<file path="config.mk">
export PLATFORM = sky130hd
export DESIGN_NAME = msrv32_regfile_sb
export DESIGN_NICKNAME = d
export VERILOG_FILES = /design/src/rtl/msrv32_pkg.sv /design/src/rtl/msrv32_sb_popcount.sv /design/src/rtl/msrv32_regfile_sb.sv
export SDC_FILE = /design/constraint.sdc
export NUM_CORES = 2
export LEC_CHECK = 0
export ABC_AREA = 1
export BUFFER_PORTS_ARGS = -buffer_cell sky130_fd_sc_hd__buf_2
export CAP_MARGIN = 0
export CELL_PAD_IN_SITES_DETAIL_PLACEMENT = 2
export CELL_PAD_IN_SITES_GLOBAL_PLACEMENT = 2
export CORE_MARGIN = 3
export CORE_UTILIZATION = 42
export CTS_BUF_LIST = sky130_fd_sc_hd__clkbuf_2 sky130_fd_sc_hd__clkbuf_4 sky130_fd_sc_hd__clkbuf_8
export CTS_CLUSTER_SIZE = 20
export DETAILED_ROUTE_END_ITERATION = 16
export MAX_ROUTING_LAYER = met4
export PLACE_DENSITY_LB_ADDON = 0.1
export REMOVE_ABC_BUFFERS = 1
export SLEW_MARGIN = 30
export SYNTH_ARGS = -nofsm -noshare
export SYNTH_HDL_FRONTEND = slang
export SYNTH_SLANG_ARGS = --single-unit
</file>
<file path="constraint.sdc">
create_clock -name clk_in -period 60.9 [get_ports clk_in]
set_input_delay 12.18 -clock clk_in [delete_from_list [all_inputs] [get_ports clk_in]]
set_output_delay 12.18 -clock clk_in [all_outputs]
set_load 0.1 [all_outputs]
</file>
<file path="src/rtl/msrv32_pkg.sv">
`default_nettype none
// ============================================================================
// Module      : msrv32_pkg
// Description : Shared defaults for the msrv32 register file / scoreboard.
//               Register-address width is derived from the register count at
//               each use site with $clog2, so only the base sizes live here.
// Revision    : 1.0 - initial release
// ============================================================================
package msrv32_pkg;

    localparam int c_XLEN_DEF     = 32;    // data width of one register
    localparam int c_NREGS_DEF    = 32;    // architectural register count
    localparam int c_NRD_DEF      = 2;     // number of read ports
    localparam bit c_ZERO_REG_DEF = 1'b1;  // x0 hardwired to zero

endpackage : msrv32_pkg
`default_nettype wire

</file>
<file path="src/rtl/msrv32_sb_popcount.sv">
`default_nettype none
// ============================================================================
// Module      : msrv32_sb_popcount
// Description : Population count of the scoreboard busy vector.
//   Ports:
//     vec_in    [N-1:0]  bit vector to count
//     count_out [OW-1:0] number of set bits in vec_in
// Revision    : 1.0 - initial release
// ============================================================================
module msrv32_sb_popcount #(
    parameter int N  = 32,
    parameter int OW = $clog2(N + 1)
) (
    input  logic [N-1:0]  vec_in,
    output logic [OW-1:0] count_out
);

    logic [OW-1:0] w_sum;

    always_comb begin
        w_sum = '0;
        for (int i = 0; i < N; i++) begin
            w_sum = w_sum + OW'(vec_in[i]);
        end
    end

    assign count_out = w_sum;

endmodule : msrv32_sb_popcount
`default_nettype wire

</file>
<file path="src/rtl/msrv32_regfile_sb.sv">
`default_nettype none
// ============================================================================
// Module      : msrv32_regfile_sb
// Description : Integer register file with NRD read ports, one write port,
//               same-cycle write-to-read forwarding, optional hardwired x0,
//               and a per-register busy scoreboard for long-latency producers.
//   Ports:
//     clk_in            clock
//     reset_in          asynchronous active-high reset
//     rs_addr_in        read addresses, port k at [k*AW +: AW]
//     rs_data_out       read data, port k at [k*XLEN +: XLEN] (combinational)
//     rs_busy_out       per-port source-pending flag (combinational)
//     wr_en_in          writeback enable
//     rd_addr_in        writeback address
//     rd_in             writeback data
//     rsv_en_in         reserve a destination at issue
//     rsv_addr_in       destination to reserve
//     rsv_conflict_out  reservation refused this cycle (WAW hazard)
//     flush_in          clear every busy bit at the next edge
//     busy_count_out    number of busy registers (current state)
// Revision    : 1.0 - initial release
// ============================================================================
module msrv32_regfile_sb
    import msrv32_pkg::*;
#(
    parameter int XLEN     = c_XLEN_DEF,
    parameter int NREGS    = c_NREGS_DEF,
    parameter int AW       = $clog2(NREGS),
    parameter int NRD      = c_NRD_DEF,
    parameter bit ZERO_REG = c_ZERO_REG_DEF
) (
    input  logic                  clk_in,
    input  logic                  reset_in,
    input  logic [NRD*AW-1:0]     rs_addr_in,
    output logic [NRD*XLEN-1:0]   rs_data_out,
    output logic [NRD-1:0]        rs_busy_out,
    input  logic                  wr_en_in,
    input  logic [AW-1:0]         rd_addr_in,
    input  logic [XLEN-1:0]       rd_in,
    input  logic                  rsv_en_in,
    input  logic [AW-1:0]         rsv_addr_in,
    output logic                  rsv_conflict_out,
    input  logic                  flush_in,
    output logic [AW:0]           busy_count_out
);

    logic [XLEN-1:0]  regs_q [NREGS];
    logic [XLEN-1:0]  regs_d [NREGS];
    logic [NREGS-1:0] busy_q;
    logic [NREGS-1:0] busy_d;

    logic w_wr_ok;        // write targets a writable register
    logic w_rsv_ok;       // reservation targets a writable register
    logic w_rsv_wr_hit;   // writeback completes the register being reserved
    logic w_conflict;

    assign w_wr_ok      = wr_en_in  && (!ZERO_REG || (rd_addr_in  != '0));
    assign w_rsv_ok     = rsv_en_in && (!ZERO_REG || (rsv_addr_in != '0));
    assign w_rsv_wr_hit = wr_en_in  && (rd_addr_in == rsv_addr_in);

    // A pending producer on the destination refuses the reservation, unless
    // that producer is writing back right now: then the slot frees this cycle
    // and the new reservation can take it over.
    assign w_conflict       = w_rsv_ok && busy_q[rsv_addr_in] && !w_rsv_wr_hit;
    assign rsv_conflict_out = w_conflict;

    // Next-state data array.
    always_comb begin
        regs_d = regs_q;
        if (w_wr_ok) begin
            regs_d[rd_addr_in] = rd_in;
        end
    end

    // Next-state busy vector. Order matters: the reservation set follows the
    // write clear so a same-address write+reserve leaves the register busy,
    // and flush overrides everything.
    always_comb begin
        busy_d = busy_q;
        if (w_wr_ok) begin
            busy_d[rd_addr_in] = 1'b0;
        end
        if (w_rsv_ok && !w_conflict) begin
            busy_d[rsv_addr_in] = 1'b1;
        end
        if (flush_in) begin
            busy_d = '0;
        end
    end

    always_ff @(posedge clk_in or posedge reset_in) begin
        if (reset_in) begin
            for (int i = 0; i < NREGS; i++) begin
                regs_q[i] <= '0;
            end
            busy_q <= '0;
        end else begin
            regs_q <= regs_d;
            busy_q <= busy_d;
        end
    end

    // Read ports with writeback forwarding.
    for (genvar k = 0; k < NRD; k++) begin : g_rd_port
        logic [AW-1:0]   w_addr;
        logic [XLEN-1:0] w_data;

        assign w_addr = rs_addr_in[k*AW +: AW];

        always_comb begin
            w_data = regs_q[w_addr];
            if (w_wr_ok && (rd_addr_in == w_addr)) begin
                w_data = rd_in;
            end
            if (ZERO_REG && (w_addr == '0)) begin
                w_data = '0;
            end
        end

        assign rs_data_out[k*XLEN +: XLEN] = w_data;
        assign rs_busy_out[k] = busy_q[w_addr] && !(wr_en_in && (rd_addr_in == w_addr));
    end

    msrv32_sb_popcount #(
        .N  (NREGS),
        .OW (AW + 1)
    ) u_popcount (
        .vec_in    (busy_q),
        .count_out (busy_count_out)
    );

endmodule : msrv32_regfile_sb
`default_nettype wire
</file>
Word-level counts from Yosys, hierarchy flattened
Index checks and enable logic that the tools add are counted.
{"block": "classes", "n_reduce_logical": 23, "n_mux": 26, "eq_ne": 3, "magnitude_cmp": 10, "n_addsub": 31, "n_bitwise": 6}
{"cell": "bitwise mux 1024 bit", "count": 1}
{"cell": "two-way mux 32 bit", "count": 12}
{"cell": "binary-select mux 32 bit (select 5 bit)", "count": 2}
{"cell": "adder 6 x 1 -> 6 bit", "count": 30}
{"cell": "demux 32 bit (select 5 bit)", "count": 1}
{"cell": "AND 32 bit", "count": 1}
{"cell": "NOT 32 bit", "count": 1}
{"cell": "bitwise OR 32 bit", "count": 1}
{"cell": "< comparator 5 x 6 -> 1 bit, second input constant", "count": 4}
{"cell": "greater-or-equal comparator 6 bit, second input constant", "count": 3}
{"cell": "NOT 5 -> 6 bit", "count": 3}
{"cell": "binary-select mux 1 bit (select 5 bit)", "count": 3}
{"cell": "equality test 5 bit", "count": 3}
{"cell": "logical AND 1 bit", "count": 15}
{"cell": "demux 1 bit (select 5 bit)", "count": 2}
{"cell": "greater-or-equal comparator 5 x 1 -> 1 bit, second input constant", "count": 2}
{"cell": "zero test 5 bit", "count": 2}
{"cell": "nonzero test 5 bit", "count": 2}
{"cell": "< comparator 6 x 1 -> 1 bit, second input constant", "count": 1}
{"cell": "two-way mux 1 bit", "count": 5}
{"cell": "zero test 1 bit", "count": 4}
{"cell": "adder 1 x 1 -> 2 bit", "count": 1}
{"block": "totals", "input_bits": 57, "output_inout_bits": 73, "elab_cells": 132, "regBits": 1056}

Logic depth before layout (Yosys ltp)
{"block": "depth", "word_depth": 31, "depth_mapped": 18, "ltp_nobuf": 18}

Modules after synthesis
Synthesis repeated with hierarchy kept, for this count alone.
{"block": "hier_totals", "cells_unflattened": 8141, "hier_area_um2": 60256.5}
{"mod": "msrv32_regfile_sb", "cells_per_inst": 8034, "n_inst": 1, "area_per_inst_um2": 59325.6, "seq_area_each_um2": 26425.3}
{"mod": "msrv32_sb_popcount", "cells_per_inst": 107, "n_inst": 1, "area_per_inst_um2": 930.9, "seq_area_each_um2": 0.0}

Worst setup path after synthesis
No wires, ideal clock.
{"block": "synth_path", "path_kind": "in2out", "startpoint": "in rs_addr_in[5]", "endpoint": "out rs_busy_out[1]", "path_buffers": 4, "required_time_ns": 48.720, "arrival_time_ns": 15.317, "stages": 11, "slack_ns": 33.403, "cell_sequence": "buf_6 buf_8 buf_6 buf_6 a21oi_1 o21ai_0 nand2_1 nand2_1 nand2_1 nor2_1 a211oi_1"}
{"block": "synth_via", "elab_chain_len": 4, "word_cells_on_any_way": 6, "classes_between": "eq/ne: 1; mux: 2; reduce/logical: 3"}
{"item": "from (decl)", "line_no": "msrv32_regfile_sb.sv:34", "rtl": "input logic [NRD*AW-1:0] rs_addr_in,"}
{"item": "parallel branches: the longest is 3 deep, another holds binary-select mux 1 bit (select 5 bit)"}
{"item": "logical AND 1 bit (*)", "line_no": "msrv32_regfile_sb.sv:121", "rtl": "assign rs_busy_out[k] = busy_q[w_addr] && !(wr_en_in && (rd_addr_in == w_addr));"}
{"item": "to (decl)", "line_no": "msrv32_regfile_sb.sv:36", "rtl": "output logic [NRD-1:0] rs_busy_out,"}
Every way passes the cells marked *. The select of a mux whose other input is x is not followed.

Final worst setup path
{"block": "layout_path", "startpoint": "in rs_addr_in[0]", "endpoint": "out rs_data_out[0]"}
{"block": "layout_via", "elab_chain_len": 6, "word_cells_on_any_way": 9, "classes_between": "eq/ne: 1; mux: 5; bitwise: 1; reduce/logical: 2"}
{"item": "NOT 5 -> 6 bit (not written as such)", "line_no": "msrv32_regfile_sb.sv:111", "rtl": "w_data = regs_q[w_addr];"}
{"item": "binary-select mux 32 bit (select 5 bit)", "line_no": "msrv32_regfile_sb.sv:111"}
{"item": "two-way mux 32 bit (not written as such) (2 in series)", "line_no": "msrv32_regfile_sb.sv:111"}
{"item": "two-way mux 32 bit", "line_no": "msrv32_regfile_sb.sv:112", "rtl": "if (w_wr_ok && (rd_addr_in == w_addr)) begin"}
{"item": "two-way mux 32 bit (*)", "line_no": "msrv32_regfile_sb.sv:115", "rtl": "if (ZERO_REG && (w_addr == '0)) begin"}
{"item": "to (decl)", "line_no": "msrv32_regfile_sb.sv:35", "rtl": "output logic [NRD*XLEN-1:0] rs_data_out,"}
Mark *: on every way between the ends. The rest lies on a longest branch, timed or not. The select of a mux whose other input is x is not followed.

==> results.md <==
* Vias in the first global route at roughly 67000
* Final Net Count at 7880
* Synth Warn # at 0
* Worst-margin pin slew at about 1100 ps
* Final Setup Violations at 0
* Antenna-violating nets left at 0
* Clock slew at reported path FFs at around 60 ps
* Post-layout minimum cycle time at 29550 ps
* CTS root buf: clkbuf_8
* Die width at 383 um
* DR DRC count at 0
* Top-count cell post-synth: nand2_1
* WHS at roughly 400 ps
* Largest net degree at the start of global routing at around 160
* TritonCTS clock tree: yes
* DP HPWL at around 160 mm
* Total Wirelength at ~290 mm
* RSZ-0062 raised after global routing: no
* Worst hold-check path type: flop to flop
* Peak Freq at roughly 0.034 GHz
* WL/cell at 29.3 um
* Distinct cells, synth at 39
* Post-synth ARST share at 100%
* Tcrit/Tclk final at approximately half
* Critical path launch point type: primary input
* GR Overflow Total at 0
* Mapped cell area at approximately 0.060 mm^2
* Synth top area cells: dfrtp_1 (44%), o21ai_0 (15%), nand2_1 (11%)
* CP Class: primary input to primary output
* Clk Latency, worst-skew pair at 950 ps
* Avg Cell Area, Syn at between 7 and 8 um^2
* Full die area at approximately 0.15 mm^2
* Commonest cells in the netlist: nand2_1 (1783), o21ai_0 (1763), dfrtp_1 (1056)
* CP most frequent cell: buf_4
* Die H at between 300 and 400 um
* Worst path top cell family by delay: buffers and inverters
* Clock skew at 23.3 ps
* Predominant post-synthesis flop cell: dfrtp_1
* Crit path largest cell delay at 750 ps
* Flops & latches, synth at 1056
* Final Max Tran Viols at 0
* GP Congestion at 0.877
* Core Region at between 0.1 and 0.15 mm^2
* FP Rows at around 140
* EDFF count, synth at 0
* Layout cells sized above 1 at under 10%
* DR vias/cell at approximately 6.4
* Final total power at ~0.0022 W
* Area Growth Syn to Fin at 8.79%
* Total GRT Usage at between 30% and 40%
* Dpl ws at about 31000 ps
* CTS Buffer Depth at 3
* CP Cell Sequence: buf_8, buf_4, buf_4, buf_4, buf_4, buf_4, o21ai_0, a21oi_1, o21ai_0, nor2_1, nand2_1, nand3_1, nand2_1, inv_1, buf_2
* Top-area cell type share of the netlist area at roughly 44%
* Post-CTS Setup Bufs at 0
* Crit path capture type: primary output
* CP Data Required Time at 48720 ps
* Hold Fails Final Rpt at 0
* Number of max-cap violations at 0
* Setup_tns at 0 ps
* Cells after Synth at a little over 8000
* Seq/Total Area, Yosys at 44.2%
* Port bufs at 129
* Vias at 62700
* First-pass GRT wire length at about 430 mm
* Starting DRT DRC Count at about 6000
* CTS Hold Bufs at 0
* Initial antenna violation count at 10
* Slowest cell on crit path: buf_4
* DR pass1 iterations at 6
* CP bufs+invs at 8
* Normalized max-slew margin at approximately 29%
* Final WS setup at between 30000 and 40000 ps
* Run status: finished, final reports clean
* H-tree depth at 4
* Largest area contributor in the netlist: dfrtp_1
* Arrival @ worst endpoint at approximately 17000 ps
* I/O pin count at 130
* Leakage power at 29.4 nW
* TritonCTS Sinks at 1056
* Worst-path fanout max at ~80
* Initial core utilization at a little over two fifths
* Power Density at approximately 33 mW/mm^2
* CTS Buf Count at ~200
* Peak supply drop at approximately 0.000021 V
* CTS resizes at 0
## layout make-up
cell class | instances | area [um^2]
repair buffers | 247 | 1770
fillers | 16200 | 75400
inverters | 610 | 2330
clock inverters | 37 | 318
multi-input cells | 5678 | 27800
well taps | 1876 | 2350
clock buffers | 330 | 4050
flip-flops and latches | 1056 | 26400
diodes | 5 | 12.5
## final timing paths
path	from	end	slack [ps]	cells past startpoint
worst min register to register	regs_q[995]$_DFFE_PP0P_	regs_q[995]$_DFFE_PP0P_	390	0
max in group asynchronous	reset_in	regs_q[503]$_DFFE_PP0P_	46460	6
worst min-delay path	regs_q[995]$_DFFE_PP0P_	regs_q[995]$_DFFE_PP0P_	390	0
min in group asynchronous	reset_in	regs_q[141]$_DFFE_PP0P_	11420	2
worst max register to register	busy_q[24]$_DFF_PP0_	busy_q[21]$_DFF_PP0_	58710	11
worst max-delay path	rs_addr_in[0]	rs_data_out[0]	31350	15
## flip-flops by register name (all words and copies together) (netlist names)
register,flops
busy_q,32
regs_q,1024
## placed cells by master, fill, tap and decap left out, drive strengths merged, types with 2 or more instances in the layout
master    count
xor2          7
fa           24
o211a         8
nor3         24
a21oi       710
o21ai      1841
a211oi        6
ha            8
nand3       550
o221ai       33
diode         5
xnor2         2
clkinvlp      3
nand4        33
buf         247
o22ai        17
inv         616
nor2        285
bufinv        3
o211ai      337
clkinv       25
clkbuf      330
nand2      1787
dfrtp      1056
## power breakdown
part	leakage, nW	total, W	internal [W]	switching, W
sequential	13.5	0.000921	0.000832	0.0000892
combinational	13.6	0.000469	0.000131	0.000338
clock	2.34	0.000776	0.000432	0.000344
total	29.4	0.00217	0.00139	0.000771
## metrics by stage
stage / std cells / instance area [um^2] / utilization (%)
after CTS: 9830 / 64900 / 46.2
after global routing: 9839 / 65000 / 46.3
after global placement: 9462 / 60400 / 43.1
after floorplan: 7344 / 56200 / -
final: 9839 / 65000 / 46.3
after detailed placement: 9463 / 60500 / 43.1
## layer usage
| layer | GRT usage [%] | vias to the layer above | routed length [um] |
|---|---|---|---|
| met4 | 18.5 | 0 | 14000 |
| met2 | 61.7 | 2598 | 132000 |
| li1 | - | 26700 | - |
| met1 | 51.4 | 32700 | 121000 |
| met5 | - | - | 0 |
| met3 | 6.09 | 748 | 20900 |
## worst reg2reg max path: stages, from the launching register on
cell and delay (ps):
dfrtp_1 470, nand2_1 140, nand2_1 80, nand2_1 60
nand2_1 50, nand2_1 110, nand2_1 70, nor2_1 110
nand2_1 70, nand2_2 550, nand3_1 160, a21oi_1 230
## cells by family (layout without fill, tap and decap cells)
group / after synthesis / after routing / share of synthesized area, %
xor+xnor: 9 / 9 / 0.132
buf+inv: 1387 / 1224 / 9.85
compound gates: 2956 / 2956 / 26.5
flops: 1056 / 1056 / 44.2
simple gates: 2681 / 2681 / 18.3
fa+ha+maj: 32 / 32 / 0.971
other cells: 0 / 5 / 0
(Power assumes the default switching activity.)
